<file path="src/rtl/laser_pkg.sv">
`timescale 1ns/1ps
`default_nettype none
// ============================================================================
// laser_pkg : packetizer state encoding and default header byte
// Revision  : 1.0
// ============================================================================
package laser_pkg;

    localparam logic [7:0] HEADER_BYTE_DEFAULT = 8'hA5;

    typedef enum logic [3:0] {
        IDLE      = 4'd0,
        HDR_SEND  = 4'd1,
        HDR_WAIT  = 4'd2,
        COLLECT_A = 4'd3,
        COLLECT_B = 4'd4,
        PAY_SEND  = 4'd5,
        PAY_WAIT  = 4'd6,
        TRL_SEND  = 4'd7,
        TRL_WAIT  = 4'd8
    } laser_state_t;

endpackage
`default_nettype wire

</file>
<file path="src/rtl/laser_checksum.sv">
`timescale 1ns/1ps
`default_nettype none
// ============================================================================
// laser_checksum : per-lane XOR accumulators for the packet trailer
// Revision       : 1.0
// ============================================================================
module laser_checksum (
    input  logic       clock,
    input  logic       reset_n,
    input  logic       clear,
    input  logic       load1,
    input  logic       load2,
    input  logic [7:0] data,
    output logic [7:0] sum1,
    output logic [7:0] sum2
);

    always_ff @(posedge clock or negedge reset_n) begin
        if (!reset_n) begin
            sum1 <= 8'h00;
            sum2 <= 8'h00;
        end else if (clear) begin
            sum1 <= 8'h00;
            sum2 <= 8'h00;
        end else begin
            if (load1) begin
                sum1 <= sum1 ^ data;
            end
            if (load2) begin
                sum2 <= sum2 ^ data;
            end
        end
    end

endmodule
`default_nettype wire

</file>
<file path="src/rtl/laser_counter.sv">
`timescale 1ns/1ps
`default_nettype none
// ============================================================================
// laser_counter : generic up-counter with synchronous clear, wraps at 2^WIDTH
// Revision      : 1.0
// ============================================================================
module laser_counter #(
    parameter int WIDTH = 8
) (
    input  logic             clock,
    input  logic             reset_n,
    input  logic             clear,
    input  logic             inc,
    output logic [WIDTH-1:0] count
);

    always_ff @(posedge clock or negedge reset_n) begin
        if (!reset_n) begin
            count <= '0;
        end else if (clear) begin
            count <= '0;
        end else if (inc) begin
            count <= count + WIDTH'(1);
        end
    end

endmodule
`default_nettype wire

</file>
<file path="src/rtl/laser_packetizer.sv">
`timescale 1ns/1ps
`default_nettype none
// ============================================================================
// laser_packetizer : frames host byte pairs into header/payload/trailer beats
//                    for a two-lane laser transmitter
// Revision         : 1.0
// ============================================================================
module laser_packetizer
    import laser_pkg::*;
#(
    parameter int         PAYLOAD_PAIRS = 4,
    parameter logic [7:0] HEADER_BYTE   = HEADER_BYTE_DEFAULT
) (
    input  logic       clock,
    input  logic       reset_n,
    input  logic [7:0] host_data,
    input  logic       host_valid,
    output logic       host_ready,
    input  logic       flush,
    output logic [7:0] tx_data1,
    output logic [7:0] tx_data2,
    output logic       tx_ready1,
    output logic       tx_ready2,
    input  logic       tx_done,
    output logic       tx_en,
    output logic       busy
);

    localparam logic [7:0] LAST_BEAT = 8'(PAYLOAD_PAIRS - 1);

    laser_state_t state;
    logic         pad_flag;
    logic [7:0]   lane1;
    logic         tx_ready;
    logic [7:0]   beat_count;
    logic [7:0]   seq;
    logic [7:0]   sum1;
    logic [7:0]   sum2;

    logic         collecting;
    logic         take;
    logic         pad_load;
    logic         load_lane;
    logic         load1;
    logic         load2;
    logic [7:0]   load_byte;
    logic         last_beat;
    logic         beat_inc;
    logic         packet_done;

    assign collecting  = (state == COLLECT_A) || (state == COLLECT_B);
    assign host_ready  = collecting && !pad_flag;
    assign take        = host_valid && host_ready;
    // A host byte always beats flush; padding starts only on an idle host cycle.
    assign pad_load    = collecting && (pad_flag || (flush && !host_valid));
    assign load_lane   = take || pad_load;
    assign load_byte   = take ? host_data : 8'h00;
    assign load1       = load_lane && (state == COLLECT_A);
    assign load2       = load_lane && (state == COLLECT_B);
    assign last_beat   = (beat_count == LAST_BEAT);
    assign beat_inc    = (state == PAY_WAIT) && tx_done && !last_beat;
    assign packet_done = (state == TRL_WAIT) && tx_done;

    assign tx_ready1 = tx_ready;
    assign tx_ready2 = tx_ready;
    assign busy      = tx_en;

    laser_counter #(.WIDTH(8)) u_beat_counter (
        .clock   (clock),
        .reset_n (reset_n),
        .clear   (packet_done),
        .inc     (beat_inc),
        .count   (beat_count)
    );

    laser_counter #(.WIDTH(8)) u_seq_counter (
        .clock   (clock),
        .reset_n (reset_n),
        .clear   (1'b0),
        .inc     (packet_done),
        .count   (seq)
    );

    laser_checksum u_checksum (
        .clock   (clock),
        .reset_n (reset_n),
        .clear   (packet_done),
        .load1   (load1),
        .load2   (load2),
        .data    (load_byte),
        .sum1    (sum1),
        .sum2    (sum2)
    );

    always_ff @(posedge clock or negedge reset_n) begin
        if (!reset_n) begin
            state    <= IDLE;
            pad_flag <= 1'b0;
            lane1    <= 8'h00;
            tx_data1 <= 8'h00;
            tx_data2 <= 8'h00;
            tx_ready <= 1'b0;
            tx_en    <= 1'b0;
        end else begin
            tx_ready <= 1'b0;
            if (collecting && flush && !host_valid) begin
                pad_flag <= 1'b1;
            end
            case (state)
                IDLE: begin
                    if (host_valid) begin
                        state    <= HDR_SEND;
                        tx_data1 <= HEADER_BYTE;
                        tx_data2 <= seq;
                        tx_ready <= 1'b1;
                        tx_en    <= 1'b1;
                    end
                end
                HDR_SEND: state <= HDR_WAIT;
                HDR_WAIT: begin
                    if (tx_done) begin
                        state <= COLLECT_A;
                    end
                end
                COLLECT_A: begin
                    if (load_lane) begin
                        lane1 <= load_byte;
                        state <= COLLECT_B;
                    end
                end
                COLLECT_B: begin
                    if (load_lane) begin
                        tx_data1 <= lane1;
                        tx_data2 <= load_byte;
                        tx_ready <= 1'b1;
                        state    <= PAY_SEND;
                    end
                end
                PAY_SEND: state <= PAY_WAIT;
                PAY_WAIT: begin
                    if (tx_done) begin
                        if (last_beat) begin
                            tx_data1 <= sum1;
                            tx_data2 <= sum2;
                            tx_ready <= 1'b1;
                            state    <= TRL_SEND;
                        end else begin
                            state <= COLLECT_A;
                        end
                    end
                end
                TRL_SEND: state <= TRL_WAIT;
                TRL_WAIT: begin
                    if (tx_done) begin
                        state    <= IDLE;
                        pad_flag <= 1'b0;
                        tx_en    <= 1'b0;
                    end
                end
                default: begin
                    state <= IDLE;
                    tx_en <= 1'b0;
                end
            endcase
        end
    end

endmodule
`default_nettype wire

</file>
<file path="config.mk">
export PLATFORM = sky130hd
export DESIGN_NAME = laser_packetizer
export DESIGN_NICKNAME = d
export VERILOG_FILES = /design/src/rtl/laser_pkg.sv /design/src/rtl/laser_checksum.sv /design/src/rtl/laser_counter.sv /design/src/rtl/laser_packetizer.sv
export SDC_FILE = /design/constraint.sdc
export NUM_CORES = 1
export LEC_CHECK = 0
export ABC_CLOCK_PERIOD_IN_PS = 4100
export CORE_MARGIN = 8
export CORE_UTILIZATION = 30
export DETAILED_ROUTE_END_ITERATION = 6
export GPL_TIMING_DRIVEN = 0
export HOLD_SLACK_MARGIN = 0.05
export PLACE_DENSITY = 0.54
export SETUP_SLACK_MARGIN = 0.3
export SLEW_MARGIN = 30
export SYNTH_ARGS = -nofsm -noshare
export SYNTH_HDL_FRONTEND = slang
export SYNTH_SLANG_ARGS = --single-unit
export TNS_END_PERCENT = 1
</file>
<file path="constraint.sdc">
create_clock -name clock -period 4.1 [get_ports clock]
set_clock_uncertainty 0.05 [all_clocks]
set_input_delay 0.615 -clock clock [delete_from_list [all_inputs] [get_ports clock]]
set_output_delay 0.615 -clock clock [all_outputs]
set_load 0.02 [all_outputs]
</file>
==> results of run 1 <==
[synth_stat cells (3+ instances only)]
cell type,n,share of area (%)
and3_1,5,1.0
o21ai_0,6,1.0
o31ai_1,3,0.75
mux2_1,11,4.1
mux2i_1,9,3.0
nand2_1,29,3.6
nor3_1,5,0.83
a21oi_1,9,1.5
xnor2_1,12,3.5
inv_1,5,0.62
dfrtp_1,63,52
buf_2,5,0.83
buf_1,3,0.37
nor2_1,29,3.6
nor2b_1,3,0.62
clkbuf_1,6,0.75
nand3_1,16,2.7
xor2_1,14,4.1
a22o_1,4,1.2
buf_4,3,0.75
a221o_1,5,1.7
a22oi_1,4,1.0
or3_1,5,1.0
nand4_1,3,0.62
[registers in the layout, summed over array words and instances, names as in the netlist]
name / flops
lane1: 8
tx_data1: 8
tx_data2: 8
u_beat_counter.count: 8
u_checksum.sum1: 8
u_checksum.sum2: 8
u_seq_counter.count: 8
state: 4
busy: 1
pad_flag: 1
tx_ready1: 1
[report_power, final]
group / switching [uW] / internal, uW / total (uW)
registers: 146 / 818 / 963
clock network: 247 / 216 / 463
logic: 443 / 383 / 826
total: 836 / 1420 / 2250
[area by class of cell]
class	count	area, um^2	share of cell area (%)
plain buffers	18	96.3	2.61
clock buffers	10	128	3.45
clock inverters	6	37.5	1.02
inverters	5	18.8	0.508
multi-input cells	197	1320	35.8
flip-flops and latches	63	1580	42.7
well taps	133	166	4.50
repair buffers	34	348	9.41
[kinds of logic (layout without fill, tap and decap cells)]
logic type	count (synthesis)	after routing	share of synthesized area, %
muxes	22	22	7.97
xor gates and xnor gates	26	26	7.55
adders and majority gates	2	2	0.830
and+or+nand+nor	111	111	19.1
DFF	63	63	52.3
buffers and inverters	23	73	3.82
AOI/OAI and AO/OA	36	36	8.42
[per-stage QoR]
step	total power, uW	hold WS [ns]	setup slack (ns)	utilization, %	instances
2_1_floorplan	1500	0.269	1.80	-	283
3_3_place_gp	1800	0.409	0.194	35.9	449
3_5_place_dp	1810	0.420	0.928	36.1	450
4_1_cts	2280	0.137	0.536	37.8	466
5_1_grt	2420	0.152	0.403	37.8	466
6_report	2250	0.131	0.585	37.8	466
[how the worst min path moves through the flow]
stage	depth (start not counted)	slack, ns	startpoint	endpoint
after CTS	1	0.14	reset_n	tx_data1[0]$_DFFE_PN0P_
after global routing	1	0.15	reset_n	tx_data1[5]$_DFFE_PN0P_
after global placement	2	0.41	lane1[3]$_DFFE_PN0P_	lane1[3]$_DFFE_PN0P_
final	1	0.13	reset_n	u_beat_counter.count[4]$_DFFE_PN0P_
after floorplan	0	0.27	reset_n	busy$_DFFE_PN0P_
after detailed placement	2	0.42	lane1[2]$_DFFE_PN0P_	lane1[2]$_DFFE_PN0P_
[critical path, delay by kind of cell (launching register included)]
family        cells  cell delay, ns
flops             1            0.47
simple gates      3            0.95
buf+inv           2            1.07
[per-layer routing]
metal  routed length, um  part of all wire [%]  global-route usage, %
met5                   0                     0                      0
met4                  68                  0.96                   3.89
met3                 378                   5.4                   3.36
met2                3230                    46                   17.7
met1                3370                    48                   15.1
==> results.toml, run 1 <==
[synth]
synth-seq-cells = 63
ys_warn_count = 0
syn-cell-area_um2 = 3020
ys_seq_area_share_pct = 52.3
avgSynthCellArea_um2 = 10.7
synth_fp_nets = 298
synth-edff-count = 0
ys_async_sr_fraction_pct = 100
synth_flop_cell = "dfrtp_1"
synth_cells = 283
synthDistinctLibCells = 45

[routing]
vias_per_cell = 4.74
drt-wirelength-per-cell_um = 15.1
drtIter0Drc = 99
drcViolationCount = 0
drt_first_pass_iters = 4
wl_um = 7050
vias = 2208
ant_nets = 0

[placement]
port_buffers = 33
finalWeightedCongestion = 0.786
dp_hpwl_um = 5110
placed_cell_area_um2 = 3530

[clock_network]
cts_resized = 0
cts_made_buffers = 9
clockBufferDepth = 2
cts_num_sinks = 63
cts_setup_buffers = 0
cts_tree = "built"
clkTransAtPathRegs_ns = 0.07
cts_hold_buf = 0
clk_latency_ns = 0.34
clock-root-buffer = "clkbuf_8"
cts_max_level = 3

[timing]
finalSetupTns_ns = 0
relSlewSlack_pct = 48.7
min_period_ns = 3.51
min_period_over_period_pct = 85.7
worst_pin_slew_ns = 0.762
setup_viol = 0
rsz0062_at_grt = "false"
hold_viol = 0
slew_viol_final = 0
timing.fmax_ghz = 0.285

[floorplanning]
die_width_um = 116
io-pin-count = 34
die_h_um = 116
core_area_um2 = 9770
die-area_um2 = 13500
rows = 36
initial_core_util_pct = 30.8

[power_and_ir_drop]
peakVddDrop_mv = 0.267
powerDensity_nw_per_um2 = 609
leakagePower_uw = 0.00166

[global_routing]
grt_max_degree = 38
grt_usage_pct = 11.5
grt_pass1_wl_um = 12100
overflow = 0
antenna_found_initial = 0
grt_pass1_vias = 2322

[setup_path]
end_kind = "output port"
critPathKind = "flip-flop to output port"
arrival_ns = 2.85
crit_chain = "nor4b_2 -> clkbuf_1 -> or2_2 -> nor2b_1 -> clkdlybuf4s50_1"
slowest_stage = "clkdlybuf4s50_1"
start_kind = "flip-flop"
critPathLaunch = "state[1]$_DFFE_PN0P_"
reg2reg_to = "tx_data2[6]$_DFFE_PN0P_"
cp-endpoint = "host_ready"
r2r_setup_slack_ns = 1.76
crit_path_max_fanout = 10
crit_required_ns = 3.43
r2r_cells = 7
reg2reg_from = "u_beat_counter.count[0]$_DFFE_PN0P_"
cp_slowest_stage_delay_ns = 0.63

[cells_and_area]
n_antenna_cell = 0
num-nets-final = 343
drive_gt1_share_pct = 11.7
final_common_cell = "dfrtp_1"
mostFrequentLayoutCells = "dfrtp_1, clkdlybuf4s50_1, nand2_1, nor2_1, nand3_1"
fillCellCount = 981
design_area_um2 = 3690
syn2layout_area_growth_pct = 22.5

[hold_path]
min_path_type = "primary input to async pin"

[run_status]
status = "completed"

[job]
cap_violations = 0
Note: power is estimated with default switching activity, not from simulation.
==> run 2: changes to the inputs <==
--- a/config.mk
+++ b/config.mk
@@ -6,6 +6,7 @@
 export NUM_CORES = 1
 export LEC_CHECK = 0
 export ABC_CLOCK_PERIOD_IN_PS = 4100
+export CORE_ASPECT_RATIO = 1.5
 export CORE_MARGIN = 8
 export CORE_UTILIZATION = 30
 export DETAILED_ROUTE_END_ITERATION = 6
==> results.toml, run 2 (same netlist as run 1, synthesis figures left out) <==
[cells_and_area]
design_area_um2 = 3850
drive_gt1_share_pct = 11.7
regArea_um2 = 1580
syn2layout_area_growth_pct = 27.6
fillCellCount = 958
multi_input_area_um2 = 1320
mostFrequentLayoutCells = "dfrtp_1, clkdlybuf4s50_1, nand2_1, nor2_1, nand3_1"
num-nets-final = 343
n_antenna_cell = 0
final_common_cell = "dfrtp_1"

[timing]
slew_viol_final = 0
setup_viol = 0
fin_hold_ws_ns = 0.124
min_period_over_period_pct = 85.6
timing.fmax_ghz = 0.285
min_period_ns = 3.51
worst_pin_slew_ns = 0.781
relSlewSlack_pct = 47.4
hold_viol = 0
rsz0062_at_grt = "false"
finalSetupTns_ns = 0

[setup_path]
reg2reg_to = "u_checksum.sum1[4]$_DFFE_PN0P_"
start_kind = "flip-flop"
r2r_setup_slack_ns = 1.78
crit_required_ns = 3.43
arrival_ns = 2.85
critPathKind = "flip-flop to output port"
reg2reg_from = "state[0]$_DFFE_PN0P_"
end_kind = "output port"
crit_path_max_fanout = 10
r2r_cells = 6

[global_routing]
grt_usage_pct = 11.6
grt_pass1_wl_um = 12300
grt_max_degree = 43
overflow = 0
grt_pass1_vias = 2360
antenna_found_initial = 0

[floorplanning]
core_area_um2 = 9970
die_width_um = 97.9
die-area_um2 = 13600
io-pin-count = 34
rows = 45
die_h_um = 139
initial_core_util_pct = 30.3

[placement]
finalWeightedCongestion = 0.835
dp_hpwl_um = 5440
port_buffers = 33
placed_cell_area_um2 = 3520

[clock_network]
cts_hold_buf = 0
cts_made_buffers = 9
clockBufferDepth = 2
clkTransAtPathRegs_ns = 0.06
cts_num_sinks = 63
cts_setup_buffers = 0
clk_latency_ns = 0.33
cts_resized = 0
cts_max_level = 3
cts_tree = "built"
clock-root-buffer = "clkbuf_16"

[power_and_ir_drop]
p_sw_uw = 864
swShare_pct = 32.7
power.internal_uw = 1780
finalPower_uw = 2640
p_seq_share_pct = 36.6
clkPwrFrac_pct = 31.8
leakagePower_uw = 0.00175
pwr-share-comb_pct = 31.6
peakVddDrop_mv = 0.295
powerDensity_nw_per_um2 = 687

[hold_path]
min_path_type = "primary input to async pin"

[routing]
ant_nets = 0
drcViolationCount = 0
wl_um = 7450
drt-wirelength-per-cell_um = 16.6
drt_first_pass_iters = 6
vias = 2251
vias_per_cell = 5.01
drtIter0Drc = 91

[job]
cap_violations = 0

[run_status]
status = "completed"
## run 2: cell count changes in the layout (fill, tap and decap cells not counted), sizes merged
cell      change
clkinvlp      -3
bufinv        +2
clkbuf        +2
clkinv        -2
## run 2: critical path: stages (launching register included)
cell and delay (ns):
dfrtp_1 0.49, nor4b_2 0.56, clkbuf_1 0.47, or2_2 0.21, nor2b_1 0.15, clkdlybuf4s50_1 0.63
## run 2: stage by stage
step / util (%) / setup WS [ns] / std cells
floorplan: - / 1.80 / 283
global route: 38.6 / 0.391 / 449
global placement: 35.0 / 0.162 / 433
CTS: 38.6 / 0.533 / 449
detailed placement: 35.3 / 0.894 / 434
finish: 38.6 / 0.588 / 449
## run 2: power groups by stage
stage | clock [uW] | combinational (uW) | sequential [uW]
after global placement | 0 | 828 | 966
final | 842 | 835 | 968
after global routing | 879 | 919 | 996
after detailed placement | 0 | 841 | 978
after CTS | 860 | 850 | 969
after floorplan | 0 | 498 | 1010
## run 2: worst max path at each step
stage	from	endpoint	slack, ns
final	state[1]$_DFFE_PN0P_	host_ready	0.59
after floorplan	state[2]$_DFFE_PN0P_	host_ready	1.80
after global routing	state[1]$_DFFE_PN0P_	host_ready	0.39
after CTS	state[1]$_DFFE_PN0P_	host_ready	0.53
after detailed placement	state[1]$_DFFE_PN0P_	host_ready	0.89
after global placement	reset_n	u_checksum.sum1[3]$_DFFE_PN0P_	0.16
## run 2: layout make-up
| class | count | area share, % |
|---|---|---|
| clock buffers | 12 | 6.92 |
| well taps | 117 | 3.80 |
| repair buffers | 34 | 9.23 |
| inverters | 5 | 0.488 |
| clock inverters | 3 | 1.69 |
| plain buffers | 18 | 2.50 |
| flip-flops and latches | 63 | 41.0 |
| multi-input cells | 197 | 34.4 |
## run 2: metal layers
metal,up-vias,part of all wire [%],GRT usage [%]
met2,47,52,20.2
met1,1115,42,12.6
met3,12,3.4,3.02
met5,-,0,0
li1,1077,-,-
met4,0,2.4,5.94
